<file path="src/rtl/wb_gpio_pkg.sv">
// wb_gpio_pkg: register offsets and shared helpers for the Wishbone GPIO controller.
package wb_gpio_pkg;
    localparam int GPIO_MAX_WIDTH = 32;
    localparam logic [2:0] GPIO_REG_IN      = 3'd0;
    localparam logic [2:0] GPIO_REG_OUT     = 3'd1;
    localparam logic [2:0] GPIO_REG_DIR     = 3'd2;
    localparam logic [2:0] GPIO_REG_RISE_EN = 3'd3;
    localparam logic [2:0] GPIO_REG_FALL_EN = 3'd4;
    localparam logic [2:0] GPIO_REG_STATUS  = 3'd5;
    localparam logic [2:0] GPIO_REG_OUT_SET = 3'd6;
    localparam logic [2:0] GPIO_REG_OUT_CLR = 3'd7;

    function automatic logic [GPIO_MAX_WIDTH-1:0] byte_mask(input logic [3:0] sel);
        return {{8{sel[3]}}, {8{sel[2]}}, {8{sel[1]}}, {8{sel[0]}}};
    endfunction
endpackage

</file>
<file path="src/rtl/wb_gpio_irq_if.sv">
// wb_gpio_irq_if: Wishbone classic slave bus bundle for the GPIO controller.
interface wb_gpio_irq_if;
    logic [4:0]  wb_adr_i;
    logic [31:0] wb_dat_i;
    logic [31:0] wb_dat_o;
    logic [3:0]  wb_sel_i;
    logic        wb_we_i;
    logic        wb_cyc_i;
    logic        wb_stb_i;
    logic        wb_ack_o;
    modport master(output wb_adr_i, wb_dat_i, wb_sel_i, wb_we_i, wb_cyc_i, wb_stb_i,
                   input wb_dat_o, wb_ack_o);
    modport slave(input wb_adr_i, wb_dat_i, wb_sel_i, wb_we_i, wb_cyc_i, wb_stb_i,
                  output wb_dat_o, wb_ack_o);
endinterface

</file>
<file path="src/rtl/gpio_sync.sv">
// gpio_sync: multi-stage synchroniser bringing asynchronous pad inputs into the clock domain.
module gpio_sync #(
    parameter int WIDTH  = 8,
    parameter int STAGES = 2
) (
    input  logic             clk,
    input  logic             rst_n,
    input  logic [WIDTH-1:0] d,
    output logic [WIDTH-1:0] q
);
    logic [WIDTH-1:0] ff [STAGES];

    always_ff @(posedge clk or negedge rst_n) begin
        if (!rst_n) begin
            for (int i = 0; i < STAGES; i++) ff[i] <= '0;
        end else begin
            ff[0] <= d;
            for (int i = 1; i < STAGES; i++) ff[i] <= ff[i-1];
        end
    end

    assign q = ff[STAGES-1];
endmodule

</file>
<file path="src/rtl/wb_gpio_irq.sv">
// wb_gpio_irq: Wishbone GPIO with per-pin direction and edge interrupts.
// Define GPIO_SETCLR_EN to enable the write-only OUT_SET/OUT_CLR registers.
module wb_gpio_irq
    import wb_gpio_pkg::*;
#(
    parameter int               WIDTH       = 8,
    parameter logic [WIDTH-1:0] OUT_RESET   = '0,
    parameter logic [WIDTH-1:0] DIR_RESET   = '0,
    parameter int               SYNC_STAGES = 2
) (
    input  logic             wb_clk,
    input  logic             wb_rst_n,
    wb_gpio_irq_if.slave     wb,
    input  logic [WIDTH-1:0] gpio_i,
    output logic [WIDTH-1:0] gpio_o,
    output logic [WIDTH-1:0] gpio_dir_o,
    output logic             irq_o
);
    logic [WIDTH-1:0] sync, prev, hit, rise_en, fall_en, status;
    logic [WIDTH-1:0] wm, wd, out_nx, status_nx, rd;
    logic [2:0]       reg_sel;
    logic             req, wr, unused;

    gpio_sync #(.WIDTH(WIDTH), .STAGES(SYNC_STAGES)) u_sync (
        .clk(wb_clk), .rst_n(wb_rst_n), .d(gpio_i), .q(sync)
    );

    assign unused  = ^wb.wb_adr_i[1:0];
    assign req     = wb.wb_cyc_i & wb.wb_stb_i & ~wb.wb_ack_o;
    assign wr      = req & wb.wb_we_i;
    assign reg_sel = wb.wb_adr_i[4:2];
    assign wm      = WIDTH'(byte_mask(wb.wb_sel_i));
    assign wd      = WIDTH'(wb.wb_dat_i) & wm;

`ifdef GPIO_SETCLR_EN
    assign out_nx = !wr                          ? gpio_o :
                    reg_sel == GPIO_REG_OUT     ? (gpio_o & ~wm) | wd :
                    reg_sel == GPIO_REG_OUT_SET ? gpio_o | wd :
                    reg_sel == GPIO_REG_OUT_CLR ? gpio_o & ~wd : gpio_o;
`else
    assign out_nx = (wr && reg_sel == GPIO_REG_OUT) ? (gpio_o & ~wm) | wd : gpio_o;
`endif

    // Newly detected edges are OR-ed in after the W1C so a coincident set wins.
    assign status_nx = (status & ~((wr && reg_sel == GPIO_REG_STATUS) ? wd : '0)) | hit;

    assign rd = reg_sel == GPIO_REG_IN      ? sync :
                reg_sel == GPIO_REG_OUT     ? gpio_o :
                reg_sel == GPIO_REG_DIR     ? gpio_dir_o :
                reg_sel == GPIO_REG_RISE_EN ? rise_en :
                reg_sel == GPIO_REG_FALL_EN ? fall_en :
                reg_sel == GPIO_REG_STATUS  ? status : '0;

    always_ff @(posedge wb_clk or negedge wb_rst_n) begin
        if (!wb_rst_n) begin
            wb.wb_ack_o <= 1'b0;
            wb.wb_dat_o <= '0;
            gpio_o      <= OUT_RESET;
            gpio_dir_o  <= DIR_RESET;
            rise_en     <= '0;
            fall_en     <= '0;
            status      <= '0;
            prev        <= '0;
            hit         <= '0;
            irq_o       <= 1'b0;
        end else begin
            wb.wb_ack_o <= req;
            wb.wb_dat_o <= req ? GPIO_MAX_WIDTH'(rd) : '0;
            gpio_o      <= out_nx;
            if (wr && reg_sel == GPIO_REG_DIR)     gpio_dir_o <= (gpio_dir_o & ~wm) | wd;
            if (wr && reg_sel == GPIO_REG_RISE_EN) rise_en    <= (rise_en & ~wm) | wd;
            if (wr && reg_sel == GPIO_REG_FALL_EN) fall_en    <= (fall_en & ~wm) | wd;
            prev   <= sync;
            // Edges are staged one cycle so STATUS lands SYNC_STAGES+1 edges after the pad sample.
            hit    <= (sync & ~prev & rise_en) | (~sync & prev & fall_en);
            status <= status_nx;
            irq_o  <= |status_nx;
        end
    end
endmodule

</file>
<file path="src/flat_wrapper.sv">
// flat-port wrapper written by rule: the top's interface ports become plain ports
module wb_gpio_irq_flat import wb_gpio_pkg::*;
#(
    parameter int               WIDTH       = 8,
    parameter logic [WIDTH-1:0] OUT_RESET   = '0,
    parameter logic [WIDTH-1:0] DIR_RESET   = '0,
    parameter int               SYNC_STAGES = 2
)
  (wb_clk, wb_rst_n, gpio_i, gpio_o, gpio_dir_o, irq_o, wb_wb_adr_i, wb_wb_dat_i, wb_wb_sel_i, wb_wb_we_i, wb_wb_cyc_i, wb_wb_stb_i, wb_wb_dat_o, wb_wb_ack_o);
  wb_gpio_irq_if wb_i ();
  input  logic wb_clk;
  input  logic wb_rst_n;
  input  logic [WIDTH-1:0] gpio_i;
  output logic [WIDTH-1:0] gpio_o;
  output logic [WIDTH-1:0] gpio_dir_o;
  output logic irq_o;
  input wire logic [$bits(wb_i.wb_adr_i)-1:0] wb_wb_adr_i;
  input wire logic [$bits(wb_i.wb_dat_i)-1:0] wb_wb_dat_i;
  input wire logic [$bits(wb_i.wb_sel_i)-1:0] wb_wb_sel_i;
  input wire logic [$bits(wb_i.wb_we_i)-1:0] wb_wb_we_i;
  input wire logic [$bits(wb_i.wb_cyc_i)-1:0] wb_wb_cyc_i;
  input wire logic [$bits(wb_i.wb_stb_i)-1:0] wb_wb_stb_i;
  output wire logic [$bits(wb_i.wb_dat_o)-1:0] wb_wb_dat_o;
  output wire logic [$bits(wb_i.wb_ack_o)-1:0] wb_wb_ack_o;
  assign wb_i.wb_adr_i = wb_wb_adr_i;
  assign wb_i.wb_dat_i = wb_wb_dat_i;
  assign wb_i.wb_sel_i = wb_wb_sel_i;
  assign wb_i.wb_we_i = wb_wb_we_i;
  assign wb_i.wb_cyc_i = wb_wb_cyc_i;
  assign wb_i.wb_stb_i = wb_wb_stb_i;
  assign wb_wb_dat_o = wb_i.wb_dat_o;
  assign wb_wb_ack_o = wb_i.wb_ack_o;
  wb_gpio_irq #(.WIDTH(WIDTH), .OUT_RESET(OUT_RESET), .DIR_RESET(DIR_RESET), .SYNC_STAGES(SYNC_STAGES)) u_core (.wb_clk(wb_clk), .wb_rst_n(wb_rst_n), .wb(wb_i), .gpio_i(gpio_i), .gpio_o(gpio_o), .gpio_dir_o(gpio_dir_o), .irq_o(irq_o));
endmodule
</file>
<file path="config.mk">
export PLATFORM = sky130hd
export DESIGN_NAME = wb_gpio_irq_flat
export DESIGN_NICKNAME = d
export VERILOG_FILES = /design/src/rtl/wb_gpio_pkg.sv /design/src/rtl/wb_gpio_irq_if.sv /design/src/rtl/gpio_sync.sv /design/src/rtl/wb_gpio_irq.sv /design/src/flat_wrapper.sv
export SDC_FILE = /design/constraint.sdc
export NUM_CORES = 1
export LEC_CHECK = 0
export BUFFER_PORTS_ARGS = -buffer_cell sky130_fd_sc_hd__buf_2
export CAP_MARGIN = 20
export CELL_PAD_IN_SITES_DETAIL_PLACEMENT = 0
export CELL_PAD_IN_SITES_GLOBAL_PLACEMENT = 1
export CORE_MARGIN = 2
export CORE_UTILIZATION = 34
export DETAILED_ROUTE_END_ITERATION = 8
export PLACE_DENSITY_LB_ADDON = 0.1
export SYNTH_ARGS = -nofsm -noshare
export SYNTH_HDL_FRONTEND = slang
export SYNTH_SLANG_ARGS = --single-unit
</file>
<file path="constraint.sdc">
create_clock -name wb_clk -period 2 [get_ports wb_clk]
set_input_delay 0.3 -clock wb_clk [delete_from_list [all_inputs] [get_ports wb_clk]]
set_output_delay 0.3 -clock wb_clk [all_outputs]
set_load 0.1 [all_outputs]
</file>
Word level (Yosys, flattened, before mapping)
Cells that the tools add are included.
Storage, ports and cells
  output and inout port bits: 50
  logic and storage cells: 56
  input bits: 54
  flip-flop bits (word level): 106
Cells by class
  reductions and logical operators: 7
  bitwise logic cells: 24
  mux-type cells: 8
  equal/unequal tests: 5
Operator list (count)
  $and 8x8->8: 10
  $mux 8: 8
  $or 8x8->8: 6
  $not 8->8: 4
  $reduce_or 8->1: 1
  $eq 3x2->1 const B: 2
  $eq 3x3->1 const B: 2
  $logic_and 1x1->1: 5
  $and 1x1->1: 3
  $eq 3x1->1 const B: 1
  $logic_not 3->1: 1
  $not 1->1: 1

Longest topological paths before layout
  depth after elaboration: 9
  depth in mapped cells: 6
  gate-level depth less buffers: 4

Cells and area by module
A second synthesis with hierarchy kept.
Second synthesis, totals
  cells, all modules: 285
  area total of the unflattened synthesis: 3558.4 um^2
Modules (own cells, without submodules)
  wb_gpio_irq: seq. area each 1651.6 um^2, cells each 261, times used 1, area each 3098.0 um^2
  gpio_sync: seq. area each 400.4 um^2, cells each 24, times used 1, area each 460.4 um^2

Least setup slack after synthesis
OpenSTA, ideal clock, no wires.
  path type: register to register
  from: reg u_core.wb.wb_ack_o
  to: reg (tool-made name)
  cell stages (with the launch flop): 6
  library setup time: 0.126 ns
  data arrival time: 2.166 ns
  slack: -0.292 ns
  buffers on the path: 1
  required time: 1.874 ns
  period minus slack after synthesis: 2.292 ns
  cell sequence: dfrtp_1 > and3b_1 > buf_4 > nand3_4 > nor4_4 > mux2_4
RTL lines
  start: declaration: line wb_gpio_irq_if.sv:14  | output wb_dat_o, wb_ack_o);
  start signal: assignment: line wb_gpio_irq.sv:67  | wb.wb_ack_o <= req;

==> impl_results.md <==
* Outcome: complete, no violations
* Initial antenna violation count at 0
* Final Hold Fails at 0
* ANT nets after route at 0
* Setup WS pre-CTS at 0.110 ns
* Final WL at 7.96 mm
* Hold path depth at 1
* H-tree lvl count at 3
* Reg2reg path depth at 5
* Post-Synthesis Cells at 275
* Maximum clock path buffer count at 2
* Most used DFF post-synth: dfrtp_1
* Final worst slack at 0.103 ns
* Yosys cell types at 37
* Post-layout min period at 1.90 ns
* FMAX at 527 MHz
* Data arrival time of the worst path at 2.13 ns
* Slowest-stage cell, CP: dfrtp_4
* Post-Syn Area at 3530 um2
* Routed via count at 2262
* Most common library cells after synthesis: dfrtp_1, buf_4, nand2_1, mux2_4
* Seq cells post-synth at 82
* Hold Startpoint: gpio_i[6]
* Fin crit share at 94.8%
* Chip Width at 106 um
* Largest net degree at the start of global routing at 39
* Synth Warn # at 0
* Diode count at 0
* MaxCap Viol Count at 0
* First-pass GRT wire length at 12.6 mm
* Slew margin rel. at 63.2%
* GPL Wtd Cong at 0.747
* CORE AREA at 10200 um2
* Multiplexer share of the synthesized area at 15.6%
* Critical Path Max Stage Delay at 0.47 ns
* Initial Util at 34.5%
* Wirelength per Cell at 16.3 um
* Adder-cell share of the synthesized area at 0%
* Area grow syn2layout at 19.1%
* Final setup viols at 0
* Row count at 37
* Hold-fix buffers, CTS at 1
* Share of cells above drive strength 1 at 35.5%
* Pre-antenna DRT Iters at 4
* Fillers at 985
* Crit. End Element: flop
* Crit path launch type: flop
* Area leader, netlist: dfrtp_1
* PwrDens at 1010 nW/um2
* RSZ-0062 raised after global routing: false
* Main combinational cell family by area after synthesis: multiplexers
* Compound-Gate Fraction of Synth Area at 9.45%
* Die area at 11200 um2
* Post-synth EDFFs at 0
* Crit Path Max Fanout at 6
* CTS tree: yes
* Num CTS Buffers at 9
* Clock Pin Slew Worst Setup and Hold Paths at 0.09 ns
* GRT Util Overall at 15.1%
* Total gr overflow at 0
* Via/cell ratio at 4.64
* CP required at 2.23 ns
* Worst Hold Class: input port to flop
* CTS root buf: clkbuf_8
* Crit Path Class: flop to flop
* Worst hold slack at 0.0532 ns
* Synth top area cells: dfrtp_1, mux2_4, buf_4
* Worst-Skew Late Latency at 0.35 ns
* Drc violations at 0
* Worst R2R Setup Slack at 0.10 ns
* Asr flop ratio synth at 100%
* Worst-path cell chain: and3b_1, nand3_4, nor4_4, buf_12, mux2_4
* Maximum VDD drop at 0.328 mV
* Vias in the first global route at 2252
* Post-synthesis simple-gate area fraction at 9.03%
* Post-CTS Setup Bufs at 0
* Syn Area/Cell at 12.9 um2
* Max Slew Vio Count at 0
* Worst-Margin Slew at 0.551 ns
* PostCTS Resize Cnt at 0
* Total clock sinks at 82
* Synth top area share at 58.1%
* Most frequent cell after synthesis: dfrtp_1
* NumNets Final at 401
* Sequential share of the synthesized area at 58.1%
* Leakage at 2.02 nW
* Dpl hpwl at 5.56 mm
* Die height at 106 um
* Clk_skew at 0.00879 ns
* DR iter-0 viols at 82
* Worst r2r src: u_core.wb.wb_ack_o$_DFF_PN0_
* WHS Endpoint: u_core.u_sync.ff[14]$_DFF_PN0_
* I/O pin count at 104
* Buffers on Ports at 50
* Xor/xnor cell area share of the yosys netlist at 0%
## worst max-delay path, delay by kind of cell (launching register included)
family / cells / cell delay, ns
muxes: 1 / 0.30
and+or+nand+nor: 3 / 0.82
buffers and inverters: 1 / 0.19
DFF: 1 / 0.47
## final cells by class
class                      instances  area, um2  area share [%]
sequential                        82       2060            48.8
multi-input combinational        173       1290            30.8
timing repair buffer              70        443            10.5
tap                              136        170            4.04
clock buffer                      12        155            3.68
clock inverter                     4       50.0            1.19
inverter                          11       41.3           0.981
## how the worst max path moves through the flow
stage,startpoint,endpoint,cells after the start
6_report,u_core.wb.wb_ack_o$_DFF_PN0_,flop,5
5_1_grt,u_core.wb.wb_ack_o$_DFF_PN0_,flop,5
4_1_cts,u_core.wb.wb_ack_o$_DFF_PN0_,flop,5
3_5_place_dp,u_core.wb.wb_ack_o$_DFF_PN0_,flop,5
3_3_place_gp,u_core.wb.wb_ack_o$_DFF_PN0_,flop,5
2_1_floorplan,u_core.wb.wb_ack_o$_DFF_PN0_,flop,5
## cell usage in the layout, fill, tap and decap left out, types with 2 or more instances in the layout
cell type	count
mux2_1	2
o22ai_1	15
nand2b_1	2
inv_2	2
nor4_4	2
mux2_2	15
nand2_1	25
nor3b_1	2
a21o_1	10
mux2_4	16
mux2i_1	12
nand3_1	3
clkinvlp_4	2
dfrtp_1	81
buf_2	49
inv_1	9
buf_4	17
conb_1	24
clkbuf_8	11
nor4_1	4
a22oi_1	2
o21ai_0	10
buf_12	3
a21oi_1	15
## stage by stage
step                TNS [ns]  utilization (%)  area (um2)  total power, mW  std cells
finish                     0             41.2        4210             4.23        488
global placement           0             39.0        4000             3.02        471
CTS                        0             41.2        4210             4.29        488
detailed placement         0             39.0        4000             3.03        471
global route               0             41.2        4210             4.44        488
floorplan              -1.81                -        3630             2.83        298
## report_power, final
part / switching, mW / internal [mW]
logic: 0.755 / 0.258
clock network: 0.599 / 0.644
registers: 0.146 / 1.83
total: 1.50 / 2.73
## layer usage
| metal | vias up | wire (um) | track usage, % |
|---|---|---|---|
| li1 | 1072 | - | - |
| met1 | 1129 | 4040 | 22.2 |
| met2 | 52 | 3560 | 22.3 |
| met3 | 9 | 282 | 3.43 |
| met4 | 0 | 83 | 4.51 |
| met5 | - | 0 | 0 |
## logic make-up after synthesis
family | count (synthesis)
compound gates | 55
buf+inv | 43
mux | 45
simple gates | 49
other cells | 1
flops | 82
No activity file was read; power rests on OpenSTA's default activity.
